--- src/rtl/i2c_cmd_sequencer.sv ---
// Command FIFO and one-at-a-time issue engine in front of i2c_controller.
// Optional watchdog abort is enabled by defining I2C_SEQ_TIMEOUT_EN.
module i2c_cmd_sequencer #(
    parameter int DEPTH   = 4,
    parameter int TIMEOUT = 1024
) (
    input  logic                     clk,
    input  logic                     rst,
    input  logic                     cmd_valid,
    output logic                     cmd_ready,
    input  logic                     cmd_rw,
    input  logic [6:0]               cmd_addr,
    input  logic [7:0]               cmd_wdata,
    output logic                     rsp_valid,
    output logic                     rsp_rw,
    output logic [6:0]               rsp_addr,
    output logic [7:0]               rsp_data,
    output logic                     rsp_err,
    output logic [$clog2(DEPTH):0]   level,
    output logic                     busy,
    output logic [6:0]               ctrl_addr,
    output logic [7:0]               ctrl_data_in,
    output logic                     ctrl_rw,
    output logic                     ctrl_enable,
    input  logic                     ctrl_ready,
    input  logic [7:0]               ctrl_data_out
);

    localparam int AW = $clog2(DEPTH);
    localparam logic [AW:0] FULL_LEVEL = (AW + 1)'(DEPTH);

    typedef enum logic [1:0] {IDLE, ISSUE, BUSY, DONE} state_t;

    state_t          state, next_state;
    logic [15:0]     mem [DEPTH];
    logic [AW-1:0]   wptr, rptr;
    logic [AW:0]     count;
    logic            full, empty, push, pop, timeout;

    assign full      = (count == FULL_LEVEL);
    assign empty     = (count == '0);
    assign push      = cmd_valid & ~full;
    assign pop       = (state == IDLE) & ~empty & ctrl_ready;
    assign cmd_ready = ~full;
    assign level     = count;
    assign busy      = ~empty | (state != IDLE);

    // NOTE: the storage array has no reset; only the pointers and count define validity.
    always_ff @(posedge clk) begin
        if (push) begin
            mem[wptr] <= {cmd_rw, cmd_addr, cmd_wdata};
        end
    end

    always_ff @(posedge clk) begin
        if (rst) begin
            wptr  <= '0;
            rptr  <= '0;
            count <= '0;
        end else begin
            if (push) wptr <= wptr + 1'b1;
            if (pop)  rptr <= rptr + 1'b1;
            case ({push, pop})
                2'b10:   count <= count + 1'b1;
                2'b01:   count <= count - 1'b1;
                default: count <= count;
            endcase
        end
    end

`ifdef I2C_SEQ_TIMEOUT_EN
    localparam int CW = $clog2(TIMEOUT) + 1;
    localparam logic [CW-1:0] TO_LAST = CW'(TIMEOUT - 1);

    logic [CW-1:0] to_cnt;
    logic          err_q;
    logic          active;

    assign active  = (state == ISSUE) | (state == BUSY);
    assign timeout = active & (to_cnt == TO_LAST);
    assign rsp_err = err_q;

    // Saturating watchdog; restarted by every pop (i.e. on entry to ISSUE).
    always_ff @(posedge clk) begin
        if (rst) begin
            to_cnt <= '0;
            err_q  <= 1'b0;
        end else begin
            if (pop) begin
                to_cnt <= '0;
            end else if (active && to_cnt != '1) begin
                to_cnt <= to_cnt + 1'b1;
            end
            if (timeout) begin
                err_q <= 1'b1;
            end else if (state == BUSY && ctrl_ready) begin
                err_q <= 1'b0;
            end
        end
    end
`else
    assign timeout = 1'b0;
    assign rsp_err = 1'b0;
`endif

    always_ff @(posedge clk) begin
        if (rst) begin
            state <= IDLE;
        end else begin
            state <= next_state;
        end
    end

    // NOTE: next_state gets its default before the case so no path leaves it unassigned.
    always_comb begin
        next_state = state;
        case (state)
            IDLE:    if (pop) next_state = ISSUE;
            ISSUE:   if (timeout || !ctrl_ready) next_state = (timeout ? DONE : BUSY);
            BUSY:    if (timeout || ctrl_ready) next_state = DONE;
            DONE:    next_state = IDLE;
            default: next_state = IDLE;
        endcase
    end

    assign ctrl_enable = (state == ISSUE);
    assign rsp_valid   = (state == DONE);
    assign rsp_rw      = ctrl_rw;
    assign rsp_addr    = ctrl_addr;

    // Issue registers load only on a pop, so the controller sees stable inputs throughout.
    always_ff @(posedge clk) begin
        if (rst) begin
            ctrl_rw      <= 1'b0;
            ctrl_addr    <= '0;
            ctrl_data_in <= '0;
            rsp_data     <= '0;
        end else begin
            if (pop) begin
                {ctrl_rw, ctrl_addr, ctrl_data_in} <= mem[rptr];
            end
            if (timeout) begin
                rsp_data <= 8'hFF;
            end else if (state == BUSY && ctrl_ready) begin
                rsp_data <= ctrl_rw ? ctrl_data_out : 8'h00;
            end
        end
    end

endmodule

--- config.mk ---
export PLATFORM = sky130hd
export DESIGN_NAME = i2c_cmd_sequencer
export DESIGN_NICKNAME = d
export VERILOG_FILES = /design/src/rtl/i2c_cmd_sequencer.sv
export SDC_FILE = /design/constraint.sdc
export NUM_CORES = 1
export LEC_CHECK = 0
export CORE_MARGIN = 1
export CORE_UTILIZATION = 40
export DETAILED_ROUTE_END_ITERATION = 10
export GPL_ROUTABILITY_DRIVEN = 0
export MAX_ROUTING_LAYER = met4
export PLACE_DENSITY_LB_ADDON = 0.15
export SYNTH_ARGS = -nofsm -noshare
export SYNTH_HDL_FRONTEND = slang
export SYNTH_SLANG_ARGS = --single-unit
export TNS_END_PERCENT = 30
--- constraint.sdc ---
create_clock -name clk -period 3.3 [get_ports clk]
set_clock_uncertainty 0.2 [all_clocks]
set_input_delay 0.66 -clock clk [delete_from_list [all_inputs] [get_ports clk]]
set_output_delay 0.66 -clock clk [all_outputs]
set_load 0.02 [all_outputs]
==> results.toml <==
[outcome]
status = "finished, final reports clean"

[detailed_routing]
routed_wl_mm = 6.937
drtPass1Iterations = 4
vias = 2177
post_drt_wl_per_cell_um = 15.95
via_per_inst = 5.005
ant_nets = 0
drt_iter0_markers = 103
remaining_drc_errors = 0

[clocking]
numCtsBuffers = 9
clk_pin_slew_ps = 90
root_buffer = "clkbuf_8"
insertion_delay_ps = 350
clk_path_buf_depth = 2
htreeDepth = 3
cts_num_sinks = 97
postCtsSetupRepairBufs = 0
cts_hold_buf = 0
cts_tree = "yes"
cts.repair.resized = 0

[run]
cap_violations = 0

[grt]
track_usage_pct = 15.57
grt_antenna_before_repair = 0
gr-total-overflow = 0
grt_max_degree = 19
grt_pass1_wl_mm = 11.19
grt_pass1_vias = 2194

[sta]
maxSlewViolCount = 0
rsz0062_at_grt = "false"
fmax_mhz = 355.9
worst_slew_pin_slew_ps = 904.5
whs_ps = 256.1
finalHoldViolCount = 0
min_period_ps = 2810
fin_crit_sh_pct = 85.14
slew_headroom_pct = 39.62
setup_viol = 0
tns_ps = 0

[die]
fp.dieH_um = 100.1
fp-row-count = 35
dieArea_um2 = 10010
ioPinCount = 68
initial_core_util_pct = 41.43
die_w_um = 100.1
core_um2 = 9284

[setup_path]
slowest_stage = "clkdlybuf4s50_1"
cp_max_fo = 10
cp.arrival_ps = 1950
endpoint_kind = "output pin"
rrSetupSlack_ps = 570
cp_top_family = "buffers and inverters"
path_cells = "or3b_1 > clkdlybuf4s50_1"
max_stage_delay_ps = 600
start_kind = "flop"
critPathKind = "reg -> out"
crit_required_ps = 2440
cp_num_buf_inv = 1

[pwr]
pwr_density_cell_nw_per_um2 = 690.6
ir_drop_mv = 0.2964
power_leakage_uw = 0.001605
total_power_uw = 3291

[synth]
yosysSeqAreaShare_pct = 67.14
synth_nets = 277
synth.distinct_cells = 39
avgSynthCellArea_um2 = 16.16
synth-seq-cells = 97
yosys_warnings = 0
async_reset_ff_share_pct = 0
ys.flop_type = "edfxtp_1"
synth_edf_count = 64
synthCells = 238
syn_area_um2 = 3846

[finish]
synthToLayoutAreaGrowth_pct = 23.91
post-route-util_pct = 51.33
diodes = 0
layout-drive-gt1-share_pct = 16.67
fin_nets = 340
multi_input_area_um2 = 1069
mostFrequentLayoutCells = "clkdlybuf4s50_1, edfxtp_1, dfxtp_1"
final_common_cell = "clkdlybuf4s50_1"
fill_cells = 835
register_area_um2 = 2582

[min_path]
worst_hold_path_type = "reg -> reg"

[placed_design]
hpwl_mm = 4.476
port_buffers = 66
registers in the layout (all words and copies together) (netlist names), 2 cells and up:
register      cells
wptr              2
ctrl_addr         7
level             3
rptr              2
state             2
rsp_data          8
mem              64
ctrl_data_in      8
layer usage:
layer / global-route usage, % / vias to the layer above / wire length [µm]
met4: 7.023 / 0 / 133
li1: - / 1025 / -
met3: 2.716 / 11 / 321
met1: 20.04 / 1079 / 3244
met5: - / - / 0
met2: 24.35 / 62 / 3237
cell usage after synthesis, types with 3 or more instances:
cell      instances  area share [%]
a22o_2            5             1.3
nor2_1            3            0.29
a21oi_1          13             1.7
buf_6             3            0.88
nand2_1          15             1.5
clkbuf_1          3            0.29
buf_4            10             2.0
inv_1             9            0.88
mux4_2           16             9.4
and3_1            4            0.65
ha_1             10             3.3
edfxtp_1         64              50
buf_2             3            0.39
nand4_1           8             1.3
dfxtp_1          33              17
a22o_1           11             2.5
path summary, 6_finish.rpt:
check,start,to,cells after the start
hold reg to reg,rsp_data[1],rsp_data[1],2
hold / removal,rsp_data[1],rsp_data[1],2
setup reg to reg,level[2],level[2],8
setup / recovery,level[2],cmd_ready,2
kinds of logic after synthesis:
| logic type | count (synthesis) | share of synthesized area (%) |
|---|---|---|
| compound gates | 39 | 7.840 |
| simple gates | 38 | 5.693 |
| buf+inv | 32 | 5.074 |
| mux | 18 | 9.922 |
| fa+ha+maj | 11 | 3.774 |
| other cells | 1 | 0.09750 |
| xor+xnor | 2 | 0.4555 |
| flops | 97 | 67.14 |
worst reg2reg max path: cells and delay by family (launching register included):
family / cells / cell delay, ps
and+or+nand+nor: 3 / 1070
adders and majority gates: 2 / 570
DFF: 1 / 470
xor gates and xnor gates: 1 / 160
AOI/OAI and AO/OA: 1 / 140
buffers and inverters: 1 / 70
stage by stage:
| stage | worst slack [ps] | std cells | instance area, µm² |
|---|---|---|---|
| 2_1_floorplan | 624.7 | 238 | 3846 |
| 3_3_place_gp | 244.5 | 419 | 4571 |
| 3_5_place_dp | 203.3 | 419 | 4571 |
| 4_1_cts | 477.8 | 435 | 4766 |
| 5_1_grt | 409.9 | 435 | 4766 |
| 6_report | 490.2 | 435 | 4766 |
layout make-up:
class                           instances  area share [%]
Clock buffer                           11           2.757
Clock inverter                          5           1.339
Inverter                               10          0.7876
Multi-Input combinational cell        109           22.42
Sequential cell                        97           54.19
Tap cell                              129           3.387
Timing Repair Buffer                   74           15.12
where the power goes:
part           switching (µW)  internal, µW
sequential                111          1440
clock                     407           358
combinational             486           488
Power figures use the tool's default switching activity.
